$ cat config.mk
export PLATFORM = sky130hd
export DESIGN_NAME = mmio_store_port_flat
export DESIGN_NICKNAME = d
export VERILOG_FILES = /design/src/rtl/mmio_store_port_pkg.sv /design/src/rtl/mmio_store_port_if.sv /design/src/rtl/mmio_store_port_sync_fifo.sv /design/src/rtl/mmio_store_port.sv /design/src/flat_wrapper.sv
export SDC_FILE = /design/constraint.sdc
export NUM_CORES = 1
export LEC_CHECK = 0
export ABC_AREA = 1
export BUFFER_PORTS_ARGS = -buffer_cell sky130_fd_sc_hd__buf_4
export CAP_MARGIN = 20
export CORE_ASPECT_RATIO = 1.4
export CORE_MARGIN = 4
export CORE_UTILIZATION = 43
export CTS_CLUSTER_SIZE = 24
export DETAILED_ROUTE_END_ITERATION = 10
export GPL_TIMING_DRIVEN = 0
export SLEW_MARGIN = 20
export SYNTH_ARGS = -nofsm -noshare
export SYNTH_HDL_FRONTEND = slang
export SYNTH_SLANG_ARGS = --single-unit
$ cat constraint.sdc
create_clock -name clk -period 8.9 [get_ports clk]
set_clock_uncertainty 0.2 [all_clocks]
set_input_delay 0.445 -clock clk [delete_from_list [all_inputs] [get_ports clk]]
set_output_delay 0.445 -clock clk [all_outputs]
set_load 0.01 [all_outputs]
$ cat src/rtl/mmio_store_port_pkg.sv
// Shared register map for the MMIO store port: word offsets inside the
// 16-byte window and CTRL bit positions.
package mmio_pkg;

    typedef enum logic [1:0] {
        OFF_DATA   = 2'd0,
        OFF_CTRL   = 2'd1,
        OFF_STATUS = 2'd2,
        OFF_DROPS  = 2'd3
    } reg_off_t;

    localparam int CTRL_FLUSH = 0;
    localparam int CTRL_IE    = 1;

endpackage

$ cat src/rtl/mmio_store_port_if.sv
// Processor data-port signals plus the outgoing valid/ready word stream.
// slave is the responder side, master is the processor/consumer side.
interface mmio_store_port_if;

    logic        MemWrite;
    logic [31:0] DataAdr;
    logic [31:0] WriteData;
    logic [31:0] ReadData;
    logic        hit;
    logic        out_valid;
    logic [31:0] out_data;
    logic        out_ready;
    logic        irq;

    modport slave (
        input  MemWrite, DataAdr, WriteData, out_ready,
        output ReadData, hit, out_valid, out_data, irq
    );

    modport master (
        output MemWrite, DataAdr, WriteData, out_ready,
        input  ReadData, hit, out_valid, out_data, irq
    );

endinterface

$ cat src/rtl/mmio_store_port_sync_fifo.sv
// First-word fall-through FIFO. A push into a full FIFO is only accepted
// when a pop frees the slot on the same edge; flush beats both push and pop.
module sync_fifo #(
    parameter int WIDTH = 32,
    parameter int DEPTH = 8
) (
    input  logic                     clk,
    input  logic                     reset,
    input  logic                     push,
    input  logic                     pop,
    input  logic                     flush,
    input  logic [WIDTH-1:0]         din,
    output logic [WIDTH-1:0]         dout,
    output logic [$clog2(DEPTH):0]   count,
    output logic                     full,
    output logic                     empty
);

    localparam int AW = $clog2(DEPTH);
    localparam int CW = AW + 1;

    logic [WIDTH-1:0] mem [DEPTH];
    logic [AW-1:0]    wr_ptr;
    logic [AW-1:0]    rd_ptr;
    logic             do_pop;
    logic             do_push;

    assign full    = (count == CW'(DEPTH));
    assign empty   = (count == '0);
    assign do_pop  = pop && !empty;
    assign do_push = push && (!full || do_pop) && !flush;
    assign dout    = empty ? '0 : mem[rd_ptr];

    // Storage write; contents are deliberately left unreset.
    always_ff @(posedge clk) begin
        if (do_push) begin
            mem[wr_ptr] <= din;
        end
    end

    // Pointer and occupancy update; pointers wrap naturally at DEPTH.
    always_ff @(posedge clk or posedge reset) begin
        if (reset) begin
            wr_ptr <= '0;
            rd_ptr <= '0;
            count  <= '0;
        end else if (flush) begin
            wr_ptr <= '0;
            rd_ptr <= '0;
            count  <= '0;
        end else begin
            if (do_push) wr_ptr <= wr_ptr + 1'b1;
            if (do_pop)  rd_ptr <= rd_ptr + 1'b1;
            count <= count + CW'(do_push) - CW'(do_pop);
        end
    end

endmodule

$ cat src/rtl/mmio_store_port.sv
// Memory-mapped store port: decodes a 16-byte window on the processor data
// port, queues DATA writes into a FIFO and streams them to a consumer.
module mmio_store_port
    import mmio_pkg::*;
#(
    parameter logic [31:0] BASE_ADDR = 32'h0000_0400,
    parameter int          DEPTH     = 8
) (
    input  logic             clk,
    input  logic             reset,
    mmio_store_port_if.slave bus
);

    localparam int CW = $clog2(DEPTH) + 1;

    reg_off_t        off;
    logic            write_en;
    logic            push;
    logic            pop;
    logic            flush;
    logic            ctrl_wr;
    logic            drops_wr;
    logic            drop_evt;
    logic [CW-1:0]   count;
    logic            full;
    logic            empty;
    logic [31:0]     head;
    logic            ie;
    logic [15:0]     drops;
    logic [7:0]      count_ext;
    logic            unused_byte_bits;

    assign bus.hit   = (bus.DataAdr[31:4] == BASE_ADDR[31:4]);
    assign off       = reg_off_t'(bus.DataAdr[3:2]);
    assign unused_byte_bits = &{1'b0, bus.DataAdr[1:0]};

    assign write_en  = bus.MemWrite && bus.hit;
    assign push      = write_en && (off == OFF_DATA);
    assign ctrl_wr   = write_en && (off == OFF_CTRL);
    assign drops_wr  = write_en && (off == OFF_DROPS);
    assign flush     = ctrl_wr && bus.WriteData[CTRL_FLUSH];
    assign pop       = bus.out_valid && bus.out_ready;
    assign drop_evt  = push && full && !pop;
    assign count_ext = 8'(count);

    sync_fifo #(.WIDTH(32), .DEPTH(DEPTH)) u_fifo (
        .clk   (clk),
        .reset (reset),
        .push  (push),
        .pop   (pop),
        .flush (flush),
        .din   (bus.WriteData),
        .dout  (head),
        .count (count),
        .full  (full),
        .empty (empty)
    );

    assign bus.out_valid = !empty;
    assign bus.out_data  = head;
    assign bus.irq       = ie && !empty;

    // Interrupt enable follows every CTRL write.
    always_ff @(posedge clk or posedge reset) begin
        if (reset) begin
            ie <= 1'b0;
        end else if (ctrl_wr) begin
            ie <= bus.WriteData[CTRL_IE];
        end
    end

    // Saturating drop counter; a DROPS write clears it even if a drop lands on the same edge.
    always_ff @(posedge clk or posedge reset) begin
        if (reset) begin
            drops <= '0;
        end else if (drops_wr) begin
            drops <= '0;
        end else if (drop_evt && (drops != 16'hFFFF)) begin
            drops <= drops + 16'd1;
        end
    end

    // Register read mux; FLUSH is write-only so CTRL bit0 always reads 0.
    always_comb begin
        bus.ReadData = '0;
        if (bus.hit) begin
            case (off)
                OFF_DATA:   bus.ReadData = head;
                OFF_CTRL:   bus.ReadData = {30'b0, ie, 1'b0};
                OFF_STATUS: bus.ReadData = {16'b0, count_ext, 6'b0, full, empty};
                OFF_DROPS:  bus.ReadData = {16'b0, drops};
                default:    bus.ReadData = '0;
            endcase
        end
    end

endmodule

$ cat src/flat_wrapper.sv
// flat-port wrapper written by rule: the top's interface ports become plain ports
module mmio_store_port_flat import mmio_pkg::*;
#(
    parameter logic [31:0] BASE_ADDR = 32'h0000_0400,
    parameter int          DEPTH     = 8
)
  (clk, reset, bus_MemWrite, bus_DataAdr, bus_WriteData, bus_out_ready, bus_ReadData, bus_hit, bus_out_valid, bus_out_data, bus_irq);
  mmio_store_port_if bus_i ();
  input  logic clk;
  input  logic reset;
  input wire logic [$bits(bus_i.MemWrite)-1:0] bus_MemWrite;
  input wire logic [$bits(bus_i.DataAdr)-1:0] bus_DataAdr;
  input wire logic [$bits(bus_i.WriteData)-1:0] bus_WriteData;
  input wire logic [$bits(bus_i.out_ready)-1:0] bus_out_ready;
  output wire logic [$bits(bus_i.ReadData)-1:0] bus_ReadData;
  output wire logic [$bits(bus_i.hit)-1:0] bus_hit;
  output wire logic [$bits(bus_i.out_valid)-1:0] bus_out_valid;
  output wire logic [$bits(bus_i.out_data)-1:0] bus_out_data;
  output wire logic [$bits(bus_i.irq)-1:0] bus_irq;
  assign bus_i.MemWrite = bus_MemWrite;
  assign bus_i.DataAdr = bus_DataAdr;
  assign bus_i.WriteData = bus_WriteData;
  assign bus_i.out_ready = bus_out_ready;
  assign bus_ReadData = bus_i.ReadData;
  assign bus_hit = bus_i.hit;
  assign bus_out_valid = bus_i.out_valid;
  assign bus_out_data = bus_i.out_data;
  assign bus_irq = bus_i.irq;
  mmio_store_port #(.BASE_ADDR(BASE_ADDR), .DEPTH(DEPTH)) u_core (.clk(clk), .reset(reset), .bus(bus_i));
endmodule
# After elaboration in Yosys (flattened, before gate mapping)
# Memories as Yosys holds them, arrays and structs flattened.
# Cells that the tools add are included.
# totals
reg_bits	27
latch_bits	0
mem_bits_rw	256
rom_bits	0
inputBits	68
output_inout_bits	67
elab_cells	52
n_memories	1
# classes
addsub	5
mul	0
n_div	0
magnitude_cmp	0
eq_ne	6
n_shift	0
n_mux	12
bitwise	0
reduce_logical	23
# mem_list
name	words	width	rd	rd_clocked_by_memory_dff	write_ports	line_no	rtl
u_core.u_fifo.mem	8	32	1	0	1	mmio_store_port_sync_fifo.sv:22	logic [WIDTH-1:0] mem [DEPTH];
# op_table
cell	count
one-hot mux 32 bit (4 select lines)	1
two-way mux 32 bit	2
two-way mux 16 bit	2
equality test 28 x 7 -> 1 bit, second input constant	1
adder 16 x 1 -> 16 bit, second input constant	1
!= test 16 bit, second input constant	1
logical AND 1 bit	13
two-way mux 3 bit	4
adder 3 x 1 -> 3 bit, second input constant	2
nonzero test 2 bit	3
adder 4 x 1 -> 4 bit	1
equality test 2 bit, second input constant	2
equality test 4 bit, second input constant	1
zero test 1 bit	4
zero test 4 bit	1
two-way mux 4 bit	1
subtractor 4 x 1 -> 4 bit	1
equality test 2 x 1 -> 1 bit, second input constant	1
zero test 2 bit	1
two-way mux 1 bit	2
logical OR 1 bit	1

# Logic depth before layout (Yosys ltp)
# Gate-level depths: netlist of the first run.
# logic_depth
ltp_word	10
mapped_depth	17
mapped_depth_nobuf	16

# Hierarchy
# From an unflattened synthesis of the first run, not the netlist that was laid out.
# unflattened
cells_unflattened	1348
hier_area_um2	13137.6
# by_module_without_submodules
module	instances	cells_each	area_each_um2	seq_area_each_um2
sync_fifo	1	1038	11332.1	7937.6
mmio_store_port	1	310	1805.5	425.4

# Worst setup path after synthesis of the first run
# OpenSTA, ideal clock, no wires.
# synth_timing
path_type	register to register
startpoint	register u_core.u_fifo.count[2]
endpoint	memory u_core.u_fifo.mem[4][0] (enable)
setup_ns	0.461
arrival_time_ns	3.572
required_ns	8.239
path_slack_ns	4.666
path_stages_with_launch	10
n_path_buf	1
synth_period_minus_slack_ns	4.234
path_cell_list	dfrtp_1 inv_1 ha_1 nor3b_4 nor2_2 nor2_4 inv_1 nand3_1 buf_2 nor3_1
# synth_via
elab_chain_cells	9
word_cells_on_any_way	11
cone_classes	1 x eq/ne; 2 x mux; 8 x reduce/logical
# synth_rtl
item	line_no	rtl
start, declared	mmio_store_port_sync_fifo.sv:14	output logic [$clog2(DEPTH):0] count,
start signal, assigned	mmio_store_port_sync_fifo.sv:54	count <= count + CW'(do_push) - CW'(do_pop);
zero test 4 bit	mmio_store_port_sync_fifo.sv:29	assign empty = (count == '0);
zero test 1 bit	mmio_store_port_sync_fifo.sv:30, mmio_store_port.sv:59	
logical AND 1 bit	mmio_store_port.sv:42	assign pop = bus.out_valid && bus.out_ready;
logical AND 1 bit	mmio_store_port_sync_fifo.sv:30	assign do_pop = pop && !empty;
logical OR 1 bit (*)	mmio_store_port_sync_fifo.sv:31	assign do_push = push && (!full || do_pop) && !flush;
logical AND 1 bit (*) (2 in series)	mmio_store_port_sync_fifo.sv:31	
two-way mux 1 bit (*)	mmio_store_port_sync_fifo.sv:36	if (do_push) begin
two-way mux 1 bit (implied by the code) (*)	mmio_store_port_sync_fifo.sv:37	mem[wr_ptr] <= din;
end, declared	mmio_store_port_sync_fifo.sv:22	
# Every way passes the cells marked *; elsewhere a longest branch is shown, timed or not.

# Final worst setup path of the first run
# layout_timing
startpoint	register u_core.u_fifo.rd_ptr[1]
endpoint	output port bus_ReadData[13]
# layout_via
elab_chain_cells	4
# layout_rtl
item	line_no	rtl
start, declared	mmio_store_port_sync_fifo.sv:24	logic [AW-1:0] rd_ptr;
start signal, assigned	mmio_store_port_sync_fifo.sv:53	if (do_pop) rd_ptr <= rd_ptr + 1'b1;
memory read (8 x 32 bit)	--	
two-way mux 32 bit	mmio_store_port_sync_fifo.sv:32	assign dout = empty ? '0 : mem[rd_ptr];
one-hot mux 32 bit (4 select lines)	mmio_store_port.sv:87	case (off)
two-way mux 32 bit	mmio_store_port.sv:86	if (bus.hit) begin
end, declared	flat_wrapper.sv:15	output wire logic [$bits(bus_i.ReadData)-1:0] bus_ReadData;
# No other way between the ends.

==> metrics.cfg, run 1 <==
[worst_setup_path]
worst-path-max-fanout=10
cp-start-kind=register
cp_common_cell=o21ai_0
critPathKind=register to output pin
critPathSlowestCell=clkbuf_1
crit_path_max_incr_delay_ps=610
critPathRequiredTime_ps=8260
cp-end-kind=output pin
arrival_ps=3200
path_cells=inv_1, clkbuf_1, o21ai_0, o22ai_1, o21ai_0, nor2_1, nand2_1, o21ai_1, buf_4

[finish]
final_nets=1397
final_cell_count_no_fill=1715
final_layout_size_suffix_gt1_frac=0.1918
num_antenna_cells=0
utilization=0.5430
syn_to_final_growth_pct=24.93

[yosys]
synth_edf_count=256
ys.flop_type=edfxtp_1
synthArstFlopShare=0.09541
ys_types=36
yosys_warnings=0
syn_nets=1164
synth_seq_cells=283
synth_area_um2=12310
netlist_instances=1086
avgSynthCellArea_um2=11.33
seq_area_frac_synth=0.6796

[clocking]
cts_resized=0
clockBufferDepth=3
clkSlewWorstSetupHoldPaths_ps=60
cts_setup_buffers=0
cts.sinks=283
cts-root-buf=clkbuf_16
cts_hold_buffers=33
cts_buffers=28
clock_latency_ps=540
cts_htree_levels=1
cts_tree=done

[sta]
max_clock_freq_ghz=0.2604
slew_headroom=0.4436
worstMarginPinSlew_ps=830.0
fin_tns_setup_ps=0
rsz0062_at_grt=no
drv_slew=0
setup_ws_ps=5059
period_share=0.4315
min_period_ps=3841
hold_viol_final=0
setup_viol=0

[drt]
via_per_inst=5.413
vias=9284
drc_errors=0
ant_nets=0
wl_per_cell_um=20.61
postRouteWirelength_um=35350
first_pass_iters=5
drt_iter0_drc=704

[power]
p_int_w=0.002700
p_per_area_nw_per_um2=274.4
p_leak_nw=5.887
comb_power_share=0.370
power_switching_w=0.001518
p_sw_frac=0.3599
clockPowerShare=0.279
vdd_drop_max_uv=209.4
totalPowerFinal_w=0.004218
pwr-share-seq=0.351

[hold_path]
hold_class=input pin to register

[global_routing]
grt_pass1_wl_um=53320
grt_max_degree=18
antenna_found_initial=1
grt_pass1_vias=9294
grtUsageTotal=0.2215
overflow=0

[placed_design]
place_congestion=0.8902
portBuffers=131
hpwl_um=25130
dp_cells=1631
post-place-ws_ps=5527

[floorplanning]
initial_utilization=0.4346
core_um2=28310
fp.dieW_um=151.0
io_pins=135
die-area_um2=31430
core.rowCount=73
die_h_um=208.2

[outcome]
status=completed

[run]
cap_violations=0

-- routing by layer --
layer  wire length (µm)  up-vias  global-route usage
met1              14010     4520              0.2791
met2              18110      379              0.3984
li1                   -     4330                   -
met3               2489       55             0.02767
met4                740        0             0.05976
met5                  0        -                   0
-- cell usage in the layout (no fill, tap or decap), drive strengths merged --
cell / synthesis / layout
a21oi: 15 / 15
o21ai: 158 / 158
dlygate4sd3: 0 / 33
o211ai: 1 / 1
dfrtp: 27 / 27
o211a: 16 / 16
nor2: 232 / 232
clkinv: 0 / 12
o31ai: 1 / 1
a31oi: 1 / 1
clkinvlp: 0 / 3
xor2: 7 / 7
buf: 26 / 196
inv: 68 / 69
clkbuf: 35 / 67
edfxtp: 256 / 256
nand4: 8 / 8
o22ai: 46 / 46
fa: 1 / 1
nand2: 95 / 95
nand3: 34 / 34
ha: 9 / 9
nor3: 11 / 11
nor4: 1 / 1
nor3b: 1 / 1
and2: 17 / 17
or2: 1 / 1
bufinv: 0 / 3
o221ai: 17 / 17
nand3b: 2 / 2
-- layout make-up --
class,instances,area (µm²)
Buffer,61,301.5
Fill cell,2460,12940
Timing Repair Buffer,203,1648
Multi-Input combinational cell,674,3426
Inverter,68,255.2
Clock inverter,19,173.9
Clock buffer,32,737.0
Tap cell,375,469.2
Sequential cell,283,8363
-- logic make-up (layout without fill, tap and decap cells) --
| group | Yosys count | count (layout) | synth area share |
|---|---|---|---|
| AOI/OAI and AO/OA | 255 | 255 | 0.1206 |
| xor gates and xnor gates | 7 | 7 | 0.004982 |
| adders and majority gates | 10 | 10 | 0.01078 |
| buffers and inverters | 129 | 383 | 0.04525 |
| DFF | 283 | 283 | 0.6796 |
| and+or+nand+nor | 402 | 402 | 0.1388 |
-- critical path, delay by kind of cell, from the launching register on --
kind | cells | cell delay [ps]
AND/OR/NAND/NOR | 2 | 450
AO/OA/AOI/OAI | 4 | 680
flip-flops | 1 | 430
buffers and inverters | 3 | 1090
-- per-stage QoR --
stage	hold WS, ps	instance area, µm²
floorplan	293.1	12310
global placement	318.1	13760
detailed placement	299.8	14130
CTS	137.3	15370
global route	185.8	15370
finish	166.6	15370
-- synthesized netlist by cell type, types with 3 or more instances --
master	count	area share
buf_4	4	0.0024
nand3_1	33	0.013
o221ai_1	17	0.012
nor2_1	226	0.069
nand2_1	93	0.028
buf_2	16	0.0065
nor2_4	3	0.0027
buf_6	5	0.0046
nand4_1	7	0.0036
o211a_1	16	0.013
edfxtp_1	256	0.62
o22ai_1	46	0.023
o21ai_0	134	0.054
inv_1	66	0.020
nor2_2	3	0.0015
and2_1	17	0.0086
dfrtp_1	27	0.055
a21oi_1	15	0.0061
nor3_1	11	0.0045
clkbuf_1	35	0.011
o21ai_1	24	0.0098
ha_1	9	0.0092
xor2_1	7	0.0050
-- registers in the layout (all words and copies together), names as in the netlist --
| register | count |
|---|---|
| u_core.drops | 16 |
| u_core.ie | 1 |
| u_core.u_fifo.count | 4 |
| u_core.u_fifo.mem | 256 |
| u_core.u_fifo.rd_ptr | 3 |
| u_core.u_fifo.wr_ptr | 3 |
-- path summary, 6_finish.rpt --
| check | slack (ps) | cells after the start | end | from |
|---|---|---|---|---|
| min in group asynchronous | 280 | 3 | u_core.drops[7]$_DFFE_PP0P_ | reset |
| worst max register to register | 5590 | 11 | u_core.u_fifo.mem[7][9]$_DFFE_PP_ | u_core.u_fifo.count[2]$_DFF_PP0_ |
| max in group asynchronous | 7710 | 4 | u_core.ie$_DFFE_PP0N_ | reset |
| worst max-delay path | 5060 | 9 | bus_ReadData[13] | u_core.u_fifo.rd_ptr[1]$_DFFE_PP0P_ |
| worst min register to register | 340 | 2 | u_core.ie$_DFFE_PP0N_ | u_core.ie$_DFFE_PP0N_ |
| worst min-delay path | 170 | 3 | u_core.ie$_DFFE_PP0N_ | bus_MemWrite |
-- power groups by stage --
stage | registers (W) | clock network [W] | logic, W
3_3_place_gp | 0.00151 | 0 | 0.00152
3_5_place_dp | 0.00151 | 0 | 0.00154
6_report | 0.00148 | 0.00118 | 0.00156
4_1_cts | 0.00148 | 0.00119 | 0.00156
5_1_grt | 0.00148 | 0.00125 | 0.00171
2_1_floorplan | 0.00151 | 0 | 0.000865
Note: power is estimated with default switching activity, not from simulation.
==> run 2: changes to the inputs <==
--- a/config.mk
+++ b/config.mk
@@ -5,7 +5,7 @@
 export SDC_FILE = /design/constraint.sdc
 export NUM_CORES = 1
 export LEC_CHECK = 0
-export ABC_AREA = 1
+export ABC_AREA = 0
 export BUFFER_PORTS_ARGS = -buffer_cell sky130_fd_sc_hd__buf_4
 export CAP_MARGIN = 20
 export CORE_ASPECT_RATIO = 1.4
==> constraint.sdc (replaced) <==
create_clock -name clk -period 3.9 [get_ports clk]
set_clock_uncertainty 0.2 [all_clocks]
set_input_delay 0.195 -clock clk [delete_from_list [all_inputs] [get_ports clk]]
set_output_delay 0.195 -clock clk [all_outputs]
set_load 0.01 [all_outputs]
==> run 2 against run 1 <==
- total power rose by 110%
- flip-flop and latch count stayed put
- count of clock-buffer cells in the layout grew 1
- sequential power grew 130%
- hold slack worse by 110 ps
- sequential share of layout area grew 1.6 points
- critical endpoint is now bus_ReadData[11]
- via count down 24%
- critical path type unchanged
- setup slack lost 4700 ps
- highest routed layer unchanged
==> metrics.cfg, run 2 <==
[floorplanning]
core_um2=27010
initial_utilization=0.4369
core.rowCount=71
fp.dieW_um=148.0
die-area_um2=30190
io_pins=135
die_h_um=204.0

[clocking]
clock_latency_ps=530
clockBufferDepth=3
cts_tree=done
cts_htree_levels=1
cts-root-buf=clkbuf_16
cts_buffers=27
cts.sinks=283
cts_setup_buffers=0
clkSlewWorstSetupHoldPaths_ps=60

[worst_setup_path]
worst-path-max-fanout=10
critPathKind=register to output pin
cp-start-kind=register
critPathRequiredTime_ps=3500
r2r_end=u_core.u_fifo.mem[7][4]$_DFFE_PP_
reg2regPathDepth=9
arrival_ps=3160
cp-end-kind=output pin
rr_startpoint=u_core.u_fifo.count[2]$_DFF_PP0_
rrSetupSlack_ps=760

[sta]
rsz0062_at_grt=no
setup_ws_ps=347.9
setup_viol=0
hold_viol_final=0
max_clock_freq_ghz=0.2815
worstMarginPinSlew_ps=1033
slew_headroom=0.3116
period_share=0.9108
min_period_ps=3552
drv_slew=0

[yosys]
synth-xor-area-share=0.002969
synth_area_um2=11800
yosysTopAreaCellShare=0.6515
avgSynthCellArea_um2=17.12
ys_types=41
yosys_warnings=0
ys.flop_type=edfxtp_1
synth_mux_area_frac=0.1445
yosys-top-cells-area=edfxtp_1, mux4_2, dfrtp_1, mux2i_1, nor2_1
synth_top_family_by_area=multiplexers
synth_compound_area_frac=0.03330
synth_edf_count=256
netlist_instances=689
yosysMostFrequentCell=edfxtp_1
seq_area_frac_synth=0.7088
syn_nets=767
synth_top_area_cell=edfxtp_1
yosys.area_share.simple=0.08197
synth-adder-area-share=0.01124
synth_common_cells=edfxtp_1, mux4_2, nor2_1, nand2_1, a21oi_1
synthArstFlopShare=0.09541
synth_seq_cells=283

[power]
p_leak_nw=5.240
totalPowerFinal_w=0.008792
p_per_area_nw_per_um2=588.6
vdd_drop_max_uv=342.3

[drt]
drc_errors=0
wl_per_cell_um=22.30
ant_nets=0
first_pass_iters=6
vias=7033
drt_iter0_drc=458
via_per_inst=5.456
postRouteWirelength_um=28750

[run]
cap_violations=0

[finish]
final_common_cell=edfxtp_1
final_layout_size_suffix_gt1_frac=0.2987
fill_cells=2207
num_antenna_cells=0
final_nets=982
syn_to_final_growth_pct=26.61
finalInstanceArea_um2=14940
reg_top3=u_core.u_fifo.mem: 256 flops, u_core.drops: 16 flops, u_core.u_fifo.count: 4 flops
largest_reg_flops=256
final_cell_mix=edfxtp_1, buf_4, mux4_2
largest-register=u_core.u_fifo.mem

[hold_path]
min_to=u_core.u_fifo.rd_ptr[0]$_DFFE_PP0P_
hold_depth=4
hold_class=input pin to register
holdCritStartpoint=bus_out_ready

[placed_design]
hpwl_um=19620
portBuffers=131
place_area_um2=13630
place_congestion=0.8427
post-place-ws_ps=-99.78

[global_routing]
grt_pass1_vias=7601
antenna_found_initial=0
overflow=0
grt_max_degree=28
grtUsageTotal=0.1914
grt_pass1_wl_um=44110

[outcome]
status=completed

==> run 2: cells by family (layout without fill, tap and decap cells) <==
family / after synthesis / in the layout
flip-flops: 283 / 283
multiplexers: 90 / 90
XOR/XNOR: 4 / 4
AO/OA/AOI/OAI: 65 / 65
buffers and inverters: 51 / 286
AND/OR/NAND/NOR: 186 / 186
adder cells (fa/ha/maj): 10 / 10
==> run 2: per-layer routing <==
metal	wire length (µm)	track usage
met2	15540	0.3531
met5	0	0
met1	11250	0.2361
met3	1404	0.02507
met4	549	0.05348
==> run 2: per-stage QoR <==
step | instances | utilization | setup TNS (ps) | hold WS [ps]
final | 1289 | 0.5531 | 0 | 51.61
after global routing | 1289 | 0.5531 | 0 | 56.85
after CTS | 1288 | 0.5523 | 0 | 9.851
after detailed placement | 1200 | 0.5048 | -240.4 | 233.1
after global placement | 1185 | 0.4906 | -281760 | 221.8
after floorplan | 689 | - | 0 | 47.72
==> run 2: worst max path at each step <==
stage                                   startpoint                                  to  slack (ps)  depth (start not counted)
3_3_place_gp                       bus_DataAdr[12]  u_core.u_fifo.mem[1][28]$_DFFE_PP_       -1210                          7
4_1_cts        u_core.u_fifo.rd_ptr[0]$_DFFE_PP0P_                    bus_ReadData[11]          20                          8
2_1_floorplan     u_core.u_fifo.count[2]$_DFF_PP0_   u_core.u_fifo.mem[7][0]$_DFFE_PP_         580                          8
6_report       u_core.u_fifo.rd_ptr[1]$_DFFE_PP0P_                    bus_ReadData[11]         350                          8
5_1_grt        u_core.u_fifo.rd_ptr[1]$_DFFE_PP0P_                    bus_ReadData[11]         170                          8
3_5_place_dp                       bus_DataAdr[12]    u_core.u_fifo.count[2]$_DFF_PP0_        -100                         13
==> run 2: what timing repair did <==
| action | 4_1_cts | 5_1_grt |
|---|---|---|
| endpoints found under the hold margin | 293 | 3 |
| hold buffers | 39 | 2 |
| gates resized for setup | 3 | 3 |
| pin swaps | 0 | 0 |
| endpoints found under the setup margin | 10 | 3 |
==> run 2: layout make-up <==
| type | count | area, µm² | share of cell area |
|---|---|---|---|
| flip-flops and latches | 283 | 8363 | 0.5598 |
| multi-input cells | 355 | 3311 | 0.2216 |
| repair buffers | 187 | 1715 | 0.1148 |
| clock buffers | 33 | 698.2 | 0.04674 |
| well taps | 365 | 456.7 | 0.03057 |
| clock inverters | 16 | 188.9 | 0.01265 |
| plain buffers | 38 | 160.2 | 0.01072 |
| inverters | 12 | 45.04 | 0.003015 |
==> run 2: where the power goes <==
group | internal (W) | leakage [nW] | switching, W | total, W
combinational | 0.00135 | 2.15 | 0.00145 | 0.00279
clock | 0.00154 | 0.429 | 0.00108 | 0.00262
sequential | 0.00335 | 2.66 | 0.0000324 | 0.00338
==> run 2: worst max-delay path, cell delays in order (launching register included) <==
cell and delay [ps]:
dfrtp_1 390, clkbuf_2 350, clkbuf_2 370, clkbuf_2 360, mux4_2 360, mux2i_1 330
a2bb2oi_1 230, nor2_1 70, buf_4 170
